## src/rtl/seq_divider_pkg.sv

```systemverilog
// Shared encodings and constants for the restoring shift-subtract divider.
package seq_divider_pkg;
  localparam int DIV_WIDTH = 32;
  localparam int DIV_STEPS = 32;
  localparam logic [DIV_WIDTH-1:0] DIV_DBZ_QUO = 32'hFFFF_FFFF;

  typedef enum logic [1:0] {
    DIV_IDLE  = 2'd0,
    DIV_CALC  = 2'd1,
    DIV_FIXUP = 2'd2,
    DIV_DONE  = 2'd3
  } div_state_e;

  function automatic logic [DIV_WIDTH-1:0] div_abs(input logic [DIV_WIDTH-1:0] v,
                                                  input logic sgn);
    return (sgn && v[DIV_WIDTH-1]) ? -v : v;
  endfunction
endpackage

```

## src/rtl/seq_divider_step.sv

```systemverilog
// One restoring-division step: shift {rem, quo} left, subtract divisor if it fits.
module div_step
  import seq_divider_pkg::*;
(
  input  logic [DIV_WIDTH:0]   rem_i,
  input  logic [DIV_WIDTH-1:0] quo_i,
  input  logic [DIV_WIDTH-1:0] divisor_i,
  output logic [DIV_WIDTH:0]   rem_o,
  output logic [DIV_WIDTH-1:0] quo_o
);
  logic [DIV_WIDTH+1:0] trial;

  // rem < divisor before the shift, so the shifted value never sets the top bit;
  // trial's top bit is therefore a clean borrow flag.
  assign trial = {rem_i, quo_i[DIV_WIDTH-1]} - {2'b00, divisor_i};
  assign rem_o = trial[DIV_WIDTH+1] ? {rem_i[DIV_WIDTH-1:0], quo_i[DIV_WIDTH-1]}
                                    : trial[DIV_WIDTH:0];
  assign quo_o = {quo_i[DIV_WIDTH-2:0], ~trial[DIV_WIDTH+1]};
endmodule

```

## src/rtl/seq_divider.sv

```systemverilog
// Multi-cycle 32-bit DIV/DIVU: capture magnitudes, 32 restoring steps, sign fixup.
module seq_divider
  import seq_divider_pkg::*;
#(
  parameter int WIDTH = 32
) (
  input  logic             Clk,
  input  logic             Reset,
  input  logic             Start,
  input  logic             Signed,
  input  logic [WIDTH-1:0] Dividend,
  input  logic [WIDTH-1:0] Divisor,
  output logic             Busy,
  output logic             Done,
  output logic [WIDTH-1:0] Quotient,
  output logic [WIDTH-1:0] Remainder,
  output logic             DivByZero
);
  div_state_e           state_q, state_d;
  logic [4:0]           cnt_q, cnt_d;
  logic [DIV_WIDTH:0]   rem_q, rem_d;
  logic [DIV_WIDTH-1:0] quo_q, quo_d;
  logic [DIV_WIDTH-1:0] dvs_q, dvs_d;
  logic                 qneg_q, qneg_d, rneg_q, rneg_d;
  logic [DIV_WIDTH-1:0] quotient_q, quotient_d;
  logic [DIV_WIDTH-1:0] remainder_q, remainder_d;
  logic                 dbz_q, dbz_d;
  logic [DIV_WIDTH:0]   step_rem;
  logic [DIV_WIDTH-1:0] step_quo;
  logic                 accept;

  div_step u_step (
    .rem_i    (rem_q),
    .quo_i    (quo_q),
    .divisor_i(dvs_q),
    .rem_o    (step_rem),
    .quo_o    (step_quo)
  );

  assign accept = Start && (state_q == DIV_IDLE || state_q == DIV_DONE);

  always_comb begin
    state_d     = state_q;
    cnt_d       = cnt_q;
    rem_d       = rem_q;
    quo_d       = quo_q;
    dvs_d       = dvs_q;
    qneg_d      = qneg_q;
    rneg_d      = rneg_q;
    quotient_d  = quotient_q;
    remainder_d = remainder_q;
    dbz_d       = dbz_q;
    if (accept) begin
      cnt_d  = '0;
      rem_d  = '0;
      quo_d  = div_abs(Dividend, Signed);
      dvs_d  = div_abs(Divisor, Signed);
      qneg_d = Signed && (Dividend[DIV_WIDTH-1] ^ Divisor[DIV_WIDTH-1]);
      rneg_d = Signed && Dividend[DIV_WIDTH-1];
      dbz_d  = (Divisor == '0);
      if (Divisor == '0) begin
        // Divide by zero skips the datapath and reports the raw dividend.
        state_d     = DIV_DONE;
        quotient_d  = DIV_DBZ_QUO;
        remainder_d = Dividend;
      end else begin
        state_d = DIV_CALC;
      end
    end else begin
      case (state_q)
        DIV_CALC: begin
          rem_d = step_rem;
          quo_d = step_quo;
          cnt_d = cnt_q + 5'd1;
          if (cnt_q == 5'(DIV_STEPS - 1)) state_d = DIV_FIXUP;
        end
        DIV_FIXUP: begin
          quotient_d  = qneg_q ? -quo_q : quo_q;
          remainder_d = rneg_q ? -rem_q[DIV_WIDTH-1:0] : rem_q[DIV_WIDTH-1:0];
          state_d     = DIV_DONE;
        end
        DIV_DONE: state_d = DIV_IDLE;
        default:  state_d = state_q;
      endcase
    end
  end

  always_ff @(posedge Clk) begin
    if (Reset) begin
      state_q     <= DIV_IDLE;
      cnt_q       <= '0;
      rem_q       <= '0;
      quo_q       <= '0;
      dvs_q       <= '0;
      qneg_q      <= 1'b0;
      rneg_q      <= 1'b0;
      quotient_q  <= '0;
      remainder_q <= '0;
      dbz_q       <= 1'b0;
    end else begin
      state_q     <= state_d;
      cnt_q       <= cnt_d;
      rem_q       <= rem_d;
      quo_q       <= quo_d;
      dvs_q       <= dvs_d;
      qneg_q      <= qneg_d;
      rneg_q      <= rneg_d;
      quotient_q  <= quotient_d;
      remainder_q <= remainder_d;
      dbz_q       <= dbz_d;
    end
  end

  assign Busy      = (state_q == DIV_CALC) || (state_q == DIV_FIXUP);
  assign Done      = (state_q == DIV_DONE);
  assign Quotient  = quotient_q;
  assign Remainder = remainder_q;
  assign DivByZero = dbz_q;
endmodule

```

## config.mk

```make
export PLATFORM = sky130hd
export DESIGN_NAME = seq_divider
export DESIGN_NICKNAME = d
export VERILOG_FILES = /design/src/rtl/seq_divider_pkg.sv /design/src/rtl/seq_divider_step.sv /design/src/rtl/seq_divider.sv
export SDC_FILE = /design/constraint.sdc
export NUM_CORES = 1
export LEC_CHECK = 0
export BUFFER_PORTS_ARGS = -buffer_cell sky130_fd_sc_hd__buf_2
export CAP_MARGIN = 20
export CORE_MARGIN = 2
export CORE_UTILIZATION = 49
export DETAILED_ROUTE_END_ITERATION = 12
export GPL_ROUTABILITY_DRIVEN = 0
export PLACE_DENSITY = 0.69
export SKIP_LAST_GASP = 1
export SYNTH_ARGS = -nofsm -noshare
export SYNTH_HDL_FRONTEND = slang
export SYNTH_SLANG_ARGS = --single-unit
export TNS_END_PERCENT = 100
```

## constraint.sdc

```tcl
create_clock -name Clk -period 3.7 [get_ports Clk]
set_clock_uncertainty 0.2 [all_clocks]
set_input_delay 0.74 -clock Clk [delete_from_list [all_inputs] [get_ports Clk]]
set_output_delay 0.74 -clock Clk [all_outputs]
set_load 0.01 [all_outputs]
```

After elaboration in Yosys (flattened, before gate mapping)
Cells that the tools add are included.
{"block": "classes", "shift": 0, "n_eq_ne": 6, "order_cmp": 0, "n_div": 0, "addsub": 6, "bitwise_logic": 2, "n_mux": 17, "reduce_logical": 14, "mul": 0}
{"cell": "$mux W32", "count": 12}
{"cell": "$neg A32 Y32", "count": 4}
{"cell": "$sub A34 B32 Y34", "count": 1}
{"cell": "$mux W33", "count": 1}
{"cell": "$logic_not A32 Y1", "count": 1}
{"cell": "$mux W2", "count": 3}
{"cell": "$pmux W2 S3", "count": 1}
{"cell": "$add A5 B1 Y5 const B", "count": 1}
{"cell": "$eq A5 B5 Y1 const B", "count": 1}
{"cell": "$eq A2 B2 Y1 const B", "count": 2}
{"cell": "$logic_and A1 B1 Y1", "count": 4}
{"cell": "$reduce_and A2 Y1", "count": 2}
{"cell": "$reduce_bool A2 Y1", "count": 2}
{"cell": "$reduce_bool A4 Y1", "count": 1}
{"cell": "$ne A3 B3 Y1 const B", "count": 1}
{"cell": "$eq A2 B1 Y1 const B", "count": 1}
{"cell": "$logic_not A2 Y1", "count": 1}
{"cell": "$logic_or A1 B1 Y1", "count": 2}
{"cell": "$ne A2 B1 Y1 const B", "count": 1}
{"cell": "$reduce_or A2 Y1", "count": 1}
{"cell": "$not A1 Y1", "count": 1}
{"cell": "$xor A1 B1 Y1", "count": 1}
{"block": "word_totals", "wordCells": 55, "latch_bits": 0, "in_bits": 68, "mem_bits_ro": 0, "memories": 0, "regBits": 171, "output_inout_bits": 67, "ram_bits": 0}

Depth between registers and ports, before layout
Gate-level depths: netlist (run 1).
{"block": "logic_depth", "ltp_word": 5, "mapped_depth": 13, "ltp_nobuf": 12}

Cells and area by module
From an unflattened synthesis (run 1), not the netlist that was laid out.
{"block": "unflattened", "hier_cells": 1455, "hier_area_um2": 11651.2}
{"module": "seq_divider", "area_each_um2": 9247.6, "cells_per_inst": 1096, "n_inst": 1, "seq_area_each_um2": 3423.3}
{"module": "div_step", "area_each_um2": 2403.6, "cells_per_inst": 359, "n_inst": 1, "seq_area_each_um2": 0.0}

Least setup slack after synthesis (run 1)
Ideal clock, no wire load.
{"block": "synth_timing", "path_type": "input to register", "startpoint": "input port Divisor[12]", "endpoint": "register remainder_q[28], in the netlist Remainder[28]", "setup_time_ps": 112, "stages": 10, "required_ps": 3388, "path_slack_ps": 197, "t_arrival_ps": 3190, "path_buffers": 2, "path_cell_list": "or4_1 -> or3_1 -> nor4_2 -> nand2_1 -> nor4_2 -> or2_2 -> buf_4 -> buf_2 -> nor2_1 -> a2111oi_1"}
{"block": "synth_via", "elab_chain_len": 3}
{"element": "from (decl)", "line": "seq_divider.sv:12", "rtl": "input logic [WIDTH-1:0] Divisor,"}
{"element": "$logic_not A32 Y1", "line": "seq_divider.sv:61", "rtl": "if (Divisor == '0) begin"}
{"element": "$ne A2 B1 Y1 (no source line)"}
{"element": "$reduce_and A2 Y1 (no source line)"}
{"element": "to (signal assigned)", "line": "seq_divider.sv:109", "rtl": "remainder_q <= remainder_d;"}
{"element": "to (decl)", "line": "seq_divider.sv:26", "rtl": "logic [DIV_WIDTH-1:0] remainder_q, remainder_d;"}
No other way between the ends.
A chain may end at the register's enable or synchronous reset.

Final worst setup path (run 1)
{"block": "layout_timing", "startpoint": "register rem_q[7]", "endpoint": "register remainder_q[28], in the netlist Remainder[28]"}
{"block": "layout_via", "elab_chain_len": 4}
{"element": "from (decl)", "line": "seq_divider.sv:21", "rtl": "logic [DIV_WIDTH:0] rem_q, rem_d;"}
{"element": "from (signal assigned)", "line": "seq_divider.sv:103", "rtl": "rem_q <= rem_d;"}
{"element": "$neg A32 Y32", "line": "seq_divider.sv:79", "rtl": "remainder_d = rneg_q ? -rem_q[DIV_WIDTH-1:0] : rem_q[DIV_WIDTH-1:0];"}
{"element": "$mux W32", "line": "seq_divider.sv:79"}
{"element": "$mux W32", "line": "seq_divider.sv:70", "rtl": "case (state_q)"}
{"element": "$mux W32", "line": "seq_divider.sv:53", "rtl": "if (accept) begin"}
No other way between the ends. The select of a mux whose other input is x is not followed.

==> summary.txt, run 1 <==
Critical path
  – Crit path to: Remainder[28]
  – Most common cell on crit path: or4_4
  – CP Max Fanout: 7
  – Crit end category: register
  – Worst path max stage delay: 0.55 ns
  – CP arrival: 3.63 ns
  – Crit Path Class: register to register
  – FF-to-FF setup slack: 0.20 ns
  – Slowest-stage cell, CP: or4_4
  – Critical path origin: rem_q[7]
  – CP Launch Type: register
  – Critical Path RT: 3.83 ns
  – Worst path cell trace: or4_4, or3_1, or4_4, or3b_1, o41ai_2, xor2_1, a2111oi_1
  – Crit path depth: 7
  – CP delay by family, top: simple AND/OR/NAND/NOR gates
  – Worst R2R End: Remainder[28]
  – FF-to-FF Start: rem_q[7]
  – R2R cell count: 7
  – Bufs and invs on worst path: 0

Logic synthesis
  – Most frequent cells after synthesis: dfxtp_1, nand2_1, nor2_1, a21oi_1, xor2_1
  – Most common cell in the netlist: dfxtp_1
  – Flops & latches, synth: 171
  – Synth Area per Inst: 7.91 µm²
  – Post-synth ARST share: 0
  – Mapped Nets: 1517
  – Yosys Warn Count: 0
  – Syn Inst Count: 1406
  – Leading area contributor after synthesis: dfxtp_1
  – Post-synthesis cell area: 11100 µm²
  – Number of synthesized flops with an enable pin: 0
  – Synth top area share: 0.308
  – Post-synthesis cell type count: 64
  – Ranking of synthesized cells by area: dfxtp_1, xor2_1, a211oi_1
  – Sequential area share after synthesis: 0.308
  – Predominant post-synthesis flop cell: dfxtp_1

Placed design
  – Post-DP HPWL: 21.7 mm
  – Dpl ws: -0.0202 ns
  – # port buffers: 134

Global route
  – Grt total ovfl: 0
  – Vias in the first global route: 9487
  – Global-route wire length before repair: 47.7 mm
  – Initial antenna violation count: 0
  – All-Layer GR Usage: 0.241
  – Largest net degree at the start of global routing: 69

Clock network
  – Num Clock Sinks: 171
  – CTS buffer count: 17
  – Clock Tree Root: clkbuf_16
  – H-tree levels: 4
  – # hold bufs at CTS: 0
  – Maximum buffer depth of the clock tree: 2
  – Worst-skew pair later-pin latency: 0.43 ns
  – CTS tree: yes
  – Reg clk slew, reported paths: 0.07 ns

Timing
  – Total negative setup slack: 0 ns
  – Final setup viols: 0
  – Max frequency: 286 MHz
  – Final Worst Setup Slack: 0.201 ns
  – Worst Max-Slew Pin Slew: 0.789 ns
  – Final hold vios: 0
  – Min Clock Period, post-route: 3.50 ns
  – RSZ-0062 raised after global routing: no
  – Fin. max-slew vios: 0
  – Period utilization: 0.946
  – Final Hold Slack: 0.252 ns
  – Relative max-transition margin: 0.472

Power
  – PwrDens: 880 nW/µm²
  – Switching Power: 5.09 mW
  – Total chip power: 11.3 mW
  – Sequential Power Share: 0.255
  – Clock network power share: 0.168
  – Switching share of power: 0.450
  – Comb pwr share: 0.577
  – Max VDD drop: 0.576 mV
  – Internal: 6.22 mW
  – Leakage power total: 5.24 nW

Floorplanning
  – Die Width: 155 µm
  – Placeable core area: 22400 µm²
  – # IOs: 135
  – Die area: 23900 µm²
  – Die height: 155 µm
  – Starting Density: 0.496
  – Site row count: 55

Cells and area
  – Layout area overhead: 15.5%
  – Fillers: 2141
  – ANT cells: 0
  – Final core utilization: 0.573
  – Layout cells sized above 1: 0.155
  – Nets: 1629

Detailed routing
  – DR WL/cell: 16.0 µm
  – DR iter-0 viols: 644
  – Routed via count: 10400
  – ANT nets after route: 0
  – DRT Pass-1 Iters: 7
  – Via/cell ratio: 5.71
  – WL final: 29.1 mm
  – Post-route DRC violation count: 0

Run status
  – Status: finished clean

Job
  – Max-Cap Viols: 0

Min path
  – Hold crit path type: register to register
[cell type report]
type                    count  area [µm²]  area share
inverters                  55         206      0.0161
flip-flops and latches    171        3420       0.266
repair buffers            183        1100      0.0855
well taps                 285         357      0.0277
multi-input cells        1090        7140       0.556
clock inverters            14         183      0.0142
clock buffers              18         439      0.0342
[registers in the layout, summed over array words and instances (netlist names)]
| register | count |
|---|---|
| rem_q | 33 |
| Quotient | 32 |
| Remainder | 32 |
| dvs_q | 32 |
| quo_q | 32 |
| cnt_q | 5 |
| state_q | 2 |
| DivByZero | 1 |
| qneg_q | 1 |
| rneg_q | 1 |
[worst register-to-register path, cell delays in order, from the launching register on]
cell and delay [ns]:
dfxtp_1 0.38, or4_4 0.55, or3_1 0.34, or4_4 0.50, or3b_1 0.55, o41ai_2 0.39, xor2_1 0.12, a2111oi_1 0.37
[cells in the final DEF (no fill, tap or decap), types with 29 or more instances in the layout]
cell	n
nor3_1	29
nor2_1	133
o211ai_1	33
ha_1	41
a21oi_1	109
dfxtp_1	171
mux2i_1	56
inv_1	55
xnor2_1	60
nand2_1	149
o21ai_0	82
buf_2	133
xor2_1	84
buf_4	46
a211oi_1	82
[metrics by stage]
stage,area [µm²],cells
2_1_floorplan,11100,1406
3_3_place_gp,12200,1783
3_5_place_dp,12200,1783
4_1_cts,12800,1815
5_1_grt,12900,1816
6_report,12900,1816
[routing by layer]
| metal | vias to the layer above | global-route usage | share of wire |
|---|---|---|---|
| li1 | 5301 | - | - |
| met1 | 4726 | 0.318 | 0.47 |
| met2 | 276 | 0.405 | 0.46 |
| met3 | 64 | 0.0305 | 0.042 |
| met4 | 0 | 0.0922 | 0.027 |
| met5 | - | 0 | 0 |
[power by group through the flow]
stage | logic [mW] | clock network (mW) | registers (mW)
2_1_floorplan | 4.82 | 0 | 2.88
3_3_place_gp | 6.31 | 0 | 2.90
3_5_place_dp | 6.41 | 0 | 2.93
4_1_cts | 6.46 | 1.92 | 2.89
5_1_grt | 7.21 | 2.00 | 2.96
6_report | 6.52 | 1.90 | 2.88
[repair_timing]
action / in CTS / in global routing
setup buffers: 0 / 0
endpoints found under the hold margin: 0 / 0
endpoints found under the setup margin: 0 / 2
gates resized for setup: 0 / 1
[worst min-delay path by stage]
stage / from / to / cells past startpoint
2_1_floorplan: dvs_q[31] / dvs_q[31] / 2
3_3_place_gp: Remainder[22] / Remainder[22] / 2
3_5_place_dp: Remainder[4] / Remainder[4] / 2
4_1_cts: Remainder[24] / Remainder[24] / 2
5_1_grt: dvs_q[5] / dvs_q[5] / 2
6_report: Remainder[24] / Remainder[24] / 2
[logic make-up after synthesis]
| family | after synthesis | share of synthesized area |
|---|---|---|
| xor gates and xnor gates | 145 | 0.114 |
| DFF | 171 | 0.308 |
| AOI/OAI and AO/OA | 421 | 0.250 |
| muxes | 56 | 0.0504 |
| adders and majority gates | 43 | 0.0490 |
| buffers and inverters | 145 | 0.0535 |
| and+or+nand+nor | 425 | 0.175 |
Note: power is estimated with default switching activity, not from simulation.
==> run 2: changes to the inputs <==
--- a/config.mk
+++ b/config.mk
@@ -8,12 +8,12 @@
 export BUFFER_PORTS_ARGS = -buffer_cell sky130_fd_sc_hd__buf_2
 export CAP_MARGIN = 20
 export CORE_MARGIN = 2
-export CORE_UTILIZATION = 49
+export CORE_UTILIZATION = 30
 export DETAILED_ROUTE_END_ITERATION = 12
 export GPL_ROUTABILITY_DRIVEN = 0
-export PLACE_DENSITY = 0.69
 export SKIP_LAST_GASP = 1
 export SYNTH_ARGS = -nofsm -noshare
 export SYNTH_HDL_FRONTEND = slang
+export SYNTH_HIERARCHICAL = 1
 export SYNTH_SLANG_ARGS = --single-unit
 export TNS_END_PERCENT = 100
==> run 2 against run 1 <==
Compared with the run above: synthesized cell count rose by 3.5%; sequential share of layout area fell by 1.1 points; largest power group unchanged; critical path depth rose by 7; worst setup slack got worse by 0.091 ns; total power fell by 27%; highest routed layer unchanged; first-iteration DRC count rose by 3.3%; sequential power fell by 8.7%; clock-buffer cell count fell by 1.
==> summary.txt, run 2 <==
Floorplanning
  – Die height: 201 µm (+30%)
  – Site row count: 72 (+31%)
  – Starting Density: 0.303 (-0.193)
  – Die Width: 201 µm (+30%)
  – Die area: 40400 µm² (+69%)
  – Placeable core area: 38500 µm² (+71%)
  – # IOs: 135 (unchanged)

Cells and area
  – Top reg by flops: rem_q
  – Layout cells sized above 1: 0.177 (+0.0217)
  – ANT cells: 0 (unchanged)
  – Layout area overhead: 14.9%
  – Nets: 1651 (+1.4%)
  – Most frequent cells in the layout: dfxtp_1, nor2_1, nand2_1, buf_2, o21ai_0
  – Fillers: 4075 (+90%)
  – Max reg flops: 33 (unchanged)
  – Most common cell after layout, fill and taps aside: dfxtp_1

Placed design
  – # port buffers: 134 (unchanged)
  – Post-DP HPWL: 26.3 mm (+21%)

Global route
  – Vias in the first global route: 9896 (+4.3%)
  – Initial antenna violation count: 0 (unchanged)
  – Global-route wire length before repair: 53.9 mm (+13%)
  – Grt total ovfl: 0 (unchanged)
  – Largest net degree at the start of global routing: 61 (-12%)
  – All-Layer GR Usage: 0.165 (-0.0761)

Detailed routing
  – DR iter-0 viols: 665 (+3.3%)
  – Post-route DRC violation count: 0 (unchanged)
  – Routed via count: 10700 (+3.6%)
  – DRT Pass-1 Iters: 5 (-2)
  – Via/cell ratio: 5.19 (-9.1%)
  – ANT nets after route: 0 (unchanged)
  – WL final: 34.1 mm (+17%)
  – DR WL/cell: 16.5 µm (+2.9%)

Clock network
  – H-tree levels: 4 (unchanged)
  – # hold bufs at CTS: 0 (unchanged)
  – CTS buffer count: 17 (unchanged)
  – Worst-skew pair later-pin latency: 0.45 ns (+0.02 ns)
  – Post-CTS Setup Repair Bufs: 0 (unchanged)
  – Maximum buffer depth of the clock tree: 2 (unchanged)
  – Clock Tree Root: clkbuf_16
  – CTS tree: yes
  – Num Clock Sinks: 171 (unchanged)
  – Reg clk slew, reported paths: 0.07 ns (about the same)

Timing
  – Final Hold Slack: 0.250 ns (-0.00234 ns)
  – Worst Max-Slew Pin Slew: 0.872 ns (+0.0828 ns)
  – Final setup viols: 0 (unchanged)
  – Total negative setup slack: 0 ns (unchanged)
  – Relative max-transition margin: 0.417 (-0.0547)
  – Max frequency: 278 MHz (-2.5%)
  – RSZ-0062 raised after global routing: no
  – Period utilization: 0.970 (+0.0247)
  – Fin. max-slew vios: 0 (unchanged)
  – Min Clock Period, post-route: 3.59 ns (+0.0914 ns)
  – Final hold vios: 0 (unchanged)

Power
  – PwrDens: 618 nW/µm² (-30%)
  – Max VDD drop: 0.265 mV (-54%)
  – Leakage power total: 5.48 nW (+4.7%)

Logic synthesis
  – Flops & latches, synth: 171 (unchanged)
  – Sequential area share after synthesis: 0.294 (-0.0138)
  – Syn Inst Count: 1455 (+3.5%)
  – Synth top area share: 0.294 (-0.0138)
  – Ranking of synthesized cells by area: dfxtp_1, xor2_1, mux2i_1
  – Synth Area per Inst: 8.01 µm² (+1.2%)
  – Leading area contributor after synthesis: dfxtp_1
  – Post-synthesis cell area: 11700 µm² (+4.7%)
  – Mapped Nets: 1566 (+3.2%)
  – Most common cell in the netlist: dfxtp_1
  – Predominant post-synthesis flop cell: dfxtp_1
  – Post-synthesis cell type count: 84 (+31%)
  – Post-synth ARST share: 0 (unchanged)
  – Most frequent cells after synthesis: dfxtp_1, nor2_1, nand2_1, o21ai_0, a21oi_1
  – Yosys Warn Count: 6 (+6)
  – Number of synthesized flops with an enable pin: 0 (unchanged)

Critical path
  – CP arrival: 3.71 ns (+0.08 ns)
  – CP Launch Type: register
  – CP Max Fanout: 6 (-1)
  – Crit Path Class: register to register
  – Crit end category: register
  – Critical Path RT: 3.82 ns (about the same)

Min path
  – Hold crit path type: register to register

Job
  – Max-Cap Viols: 0 (unchanged)

Run status
  – Status: finished clean
==> run 2: changes by cell type after synthesis, sizes merged, moves of 10 or more <==
cell / previous run / this run
nand2: 150 / 135
a21oi: 110 / 89
a211oi: 83 / 46
o22ai: 8 / 22
o221a: 0 / 10
o21ai: 82 / 96
a21o: 10 / 26
nor2: 134 / 145
buf: 22 / 51
a31oi: 5 / 15
o211ai: 34 / 22
==> run 2: report_power, final <==
| part | internal (mW) | total (mW) | switching (mW) | leakage (nW) |
|---|---|---|---|---|
| Clock | 0.884 | 1.74 | 0.853 | 0.265 |
| Sequential | 2.25 | 2.63 | 0.375 | 1.40 |
| Combinational | 1.59 | 3.90 | 2.32 | 3.82 |
| Total | 4.72 | 8.27 | 3.55 | 5.48 |
==> run 2: metal layers <==
layer | GRT usage | vias to the layer above | routed length (µm)
met2 | 0.263 | 299 | 15200
li1 | - | 5381 | -
met5 | 0 | - | 0
met4 | 0.0421 | 0 | 469
met1 | 0.230 | 5033 | 16500
met3 | 0.0297 | 27 | 1950
==> run 2: final cells by class <==
type / instances / area [µm²] / area share
Multi-Input combinational cell: 1101 / 7420 / 0.555
Inverter: 62 / 233 / 0.0174
Timing Repair Buffer: 187 / 1110 / 0.0826
Clock buffer: 17 / 425 / 0.0318
Tap cell: 518 / 648 / 0.0484
Sequential cell: 171 / 3420 / 0.256
Clock inverter: 14 / 129 / 0.00963
==> run 2: critical path, cell delays in order (launching register included) <==
cell       delay [ns]
dfxtp_1          0.34
inv_1            0.05
ha_1             0.38
and3_1           0.21
or3b_1           0.40
a211oi_4         0.31
o31ai_1          0.13
and3_4           0.22
o31a_4           0.30
xor2_4           0.17
buf_4            0.17
a2111oi_4        0.28
xor2_1           0.11
mux2i_1          0.15
nor2_1           0.06
==> run 2: what timing repair did <==
item | CTS | global route
hold endpoints to repair | 0 | 0
gates resized for setup | 0 | 5
endpoints found under the setup margin | 0 | 3
==> run 2: metrics by stage <==
step / power [mW] / cells / utilization / worst slack (ns) / area [µm²]
2_1_floorplan: 5.53 / 1455 / - / 0.472 / 11700
3_5_place_dp: 6.51 / 2039 / 0.333 / 0.193 / 12800
5_1_grt: 8.82 / 2070 / 0.348 / 0.00746 / 13400
3_3_place_gp: 6.46 / 2039 / 0.333 / 0.242 / 12800
4_1_cts: 8.26 / 2070 / 0.347 / 0.177 / 13400
6_report: 8.27 / 2070 / 0.348 / 0.109 / 13400
==> run 2: logic make-up after synthesis <==
logic type	after synthesis	synth area share
mux	70	0.0607
simple gates	427	0.173
fa+ha+maj	43	0.0468
buf+inv	183	0.0730
flops	171	0.294
compound gates	419	0.244
xor+xnor	142	0.108
==> run 2: final timing paths <==
check                                   start            end  slack (ns)  depth (start not counted)
worst max register to register       dvs_q[9]      rem_q[32]        0.11                         14
worst min register to register  Remainder[23]  Remainder[23]        0.25                          2
worst max-delay path                 dvs_q[9]      rem_q[32]        0.11                         14
worst min-delay path            Remainder[23]  Remainder[23]        0.25                          2
==> run 3: changes to the inputs <==
--- a/config.mk
+++ b/config.mk
@@ -11,6 +11,7 @@
 export CORE_UTILIZATION = 30
 export DETAILED_ROUTE_END_ITERATION = 12
 export GPL_ROUTABILITY_DRIVEN = 0
+export SETUP_SLACK_MARGIN = 0.5
 export SKIP_LAST_GASP = 1
 export SYNTH_ARGS = -nofsm -noshare
 export SYNTH_HDL_FRONTEND = slang
==> run 3 against run 2 <==
Compared with the run above: sequential power about the same; worst setup slack gained 0.17 ns; die area unchanged; maximum frequency is 5.1% higher; register-to-register slack better by 0.17 ns; total power grew 8.0%.
==> summary.txt, run 3 (synthesis gave the netlist of run 2 again) <==
Floorplanning
  – Die area: 40400 µm² (unchanged)
  – Die Width: 201 µm (unchanged)
  – Die height: 201 µm (unchanged)
  – # IOs: 135 (unchanged)
  – Starting Density: 0.303 (unchanged)
  – Placeable core area: 38500 µm² (unchanged)
  – Site row count: 72 (unchanged)

Clock network
  – Maximum buffer depth of the clock tree: 2 (unchanged)
  – H-tree levels: 4 (unchanged)
  – CTS tree: yes
  – Clock Tree Root: clkbuf_16
  – Reg clk slew, reported paths: 0.07 ns (about the same)
  – CTS buffer count: 17 (unchanged)
  – Num Clock Sinks: 171 (unchanged)
  – Worst-skew pair later-pin latency: 0.46 ns (about the same)

Critical path
  – CP arrival: 3.53 ns (-0.18 ns)
  – FF-to-FF setup slack: 0.28 ns (+0.17 ns)
  – Worst path max stage delay: 0.40 ns (about the same)
  – Most common cell on crit path: buf_4
  – Slowest-stage cell, CP: a311o_1
  – Bufs and invs on worst path: 3 (+1)
  – CP delay by family, top: compound AO/OA/AOI/OAI gates
  – Crit Path Class: register to register
  – Worst path cell trace: inv_1, ha_1, nor2b_2, o31ai_1, buf_4, a211oi_4, buf_4, nor4b_4, o31ai_4, a311o_1, a21oi_2, xnor2_1, mux2_2, mux2i_1, nor2_1
  – R2R cell count: 15 (+1)
  – CP Max Fanout: 4 (-2)
  – FF-to-FF Start: dvs_q[1]
  – Crit end category: register
  – CP Launch Type: register
  – Worst R2R End: rem_q[27]
  – Critical Path RT: 3.81 ns (about the same)

Timing
  – Final Worst Setup Slack: 0.283 ns (+0.174 ns)
  – Period utilization: 0.923 (-0.0470)
  – Final hold vios: 0 (unchanged)
  – Fin. max-slew vios: 0 (unchanged)
  – Max frequency: 293 MHz (+5.1%)
  – Min Clock Period, post-route: 3.42 ns (-0.174 ns)
  – RSZ-0062 raised after global routing: yes
  – Final setup viols: 0 (unchanged)
  – Total negative setup slack: 0 ns (unchanged)
  – Relative max-transition margin: 0.363 (-0.0546)
  – Worst Max-Slew Pin Slew: 0.953 ns (+0.0804 ns)

Global route
  – Vias in the first global route: 10100 (+2.5%)
  – Largest net degree at the start of global routing: 55 (-9.8%)
  – Grt total ovfl: 0 (unchanged)
  – All-Layer GR Usage: 0.171 (+0.00592)
  – Global-route wire length before repair: 55.6 mm (+3.2%)
  – Initial antenna violation count: 1 (+1)

Detailed routing
  – Via/cell ratio: 5.20 (+0.16%)
  – DRT Pass-1 Iters: 5 (unchanged)
  – Routed via count: 10900 (+1.7%)
  – ANT nets after route: 0 (unchanged)
  – DR WL/cell: 17.3 µm (+4.8%)
  – DR iter-0 viols: 785 (+18%)
  – WL final: 36.3 mm (+6.4%)
  – Post-route DRC violation count: 0 (unchanged)

Min path
  – Hold crit path type: register to register
  – Hold Path Cell Cnt: 2 (unchanged)
  – Worst hold start: dvs_q[21]
  – Min-Delay Endpoint: dvs_q[21]

Power
  – Leakage power total: 5.75 nW (+4.9%)
  – Total chip power: 8.93 mW (+8.0%)
  – Max VDD drop: 0.314 mV (+19%)
  – PwrDens: 633 nW/µm² (+2.4%)

Placed design
  – # port buffers: 134 (unchanged)
  – DP Cell Count: 2036 (-0.15%)
  – Post-DP HPWL: 26.2 mm (-0.27%)
  – Dpl ws: 0.150 ns (-0.0421 ns)

Cells and area
  – Layout cells sized above 1: 0.237 (+0.0595)
  – Most common cell after layout, fill and taps aside: dfxtp_1
  – Post-Layout Cell Count: 2102 (+1.5%)
  – Top reg by flops: rem_q
  – Fillers: 3927 (-3.6%)
  – Nets: 1678 (+1.6%)
  – Most frequent cells in the layout: dfxtp_1, nor2_1, buf_2
  – Layout area overhead: 21.1%
  – Max reg flops: 33 (unchanged)

Job
  – Max-Cap Viols: 0 (unchanged)

Run status
  – Status: finished clean
run 3: repair_timing:
item / in CTS / in global routing
pin swaps: 11 / 34
gates cloned: 1 / 3
resized for setup: 39 / 90
hold buffers: 0 / 0
buffers inserted: 13 / 13
endpoints found under the setup margin: 34 / 37
run 3: layer usage:
layer,track usage,up-vias,wire [µm]
met5,0,-,0
met4,0.0392,0,448
met3,0.0273,33,2060
met2,0.274,333,16700
met1,0.241,5119,17100
li1,-,5438,-
run 3: how the worst max path moves through the flow:
stage	startpoint	to	slack (ns)	depth (start not counted)
2_1_floorplan	dvs_q[8]	rem_q[24]	0.52	13
3_3_place_gp	rem_q[7]	rem_q[32]	0.20	13
3_5_place_dp	rem_q[7]	rem_q[26]	0.15	12
4_1_cts	dvs_q[7]	rem_q[15]	0.37	16
5_1_grt	dvs_q[1]	rem_q[27]	0.18	15
6_report	dvs_q[1]	rem_q[27]	0.28	15
run 3: area by class of cell:
class	instances	area, µm²	area share
diodes	4	10.0	0.000709
clock buffers	17	425	0.0301
clock inverters	15	146	0.0104
inverters	62	245	0.0174
multi-input cells	1101	7800	0.552
flip-flops and latches	171	3450	0.244
well taps	518	648	0.0459
repair buffers	214	1390	0.0988
run 3: per-stage QoR:
stage / cell area (µm²) / hold slack [ns] / utilization
CTS: 13700 / 0.258 / 0.355
detailed placement: 12800 / 0.244 / 0.333
finish: 14100 / 0.251 / 0.367
global route: 14100 / 0.275 / 0.367
floorplan: 11700 / 0.225 / -
global placement: 12800 / 0.237 / 0.333
run 3: worst register-to-register path: stages, from the launching register on:
cell	delay (ns)
dfxtp_2	0.34
inv_1	0.07
ha_1	0.28
nor2b_2	0.16
o31ai_1	0.27
buf_4	0.20
a211oi_4	0.07
buf_4	0.17
nor4b_4	0.33
o31ai_4	0.11
a311o_1	0.40
a21oi_2	0.17
xnor2_1	0.08
mux2_2	0.26
mux2i_1	0.13
nor2_1	0.06
run 3: power by group:
group | total [mW] | internal, mW | switching (mW)
sequential | 2.64 | 2.26 | 0.377
combinational | 4.50 | 1.90 | 2.61
clock | 1.79 | 0.899 | 0.889
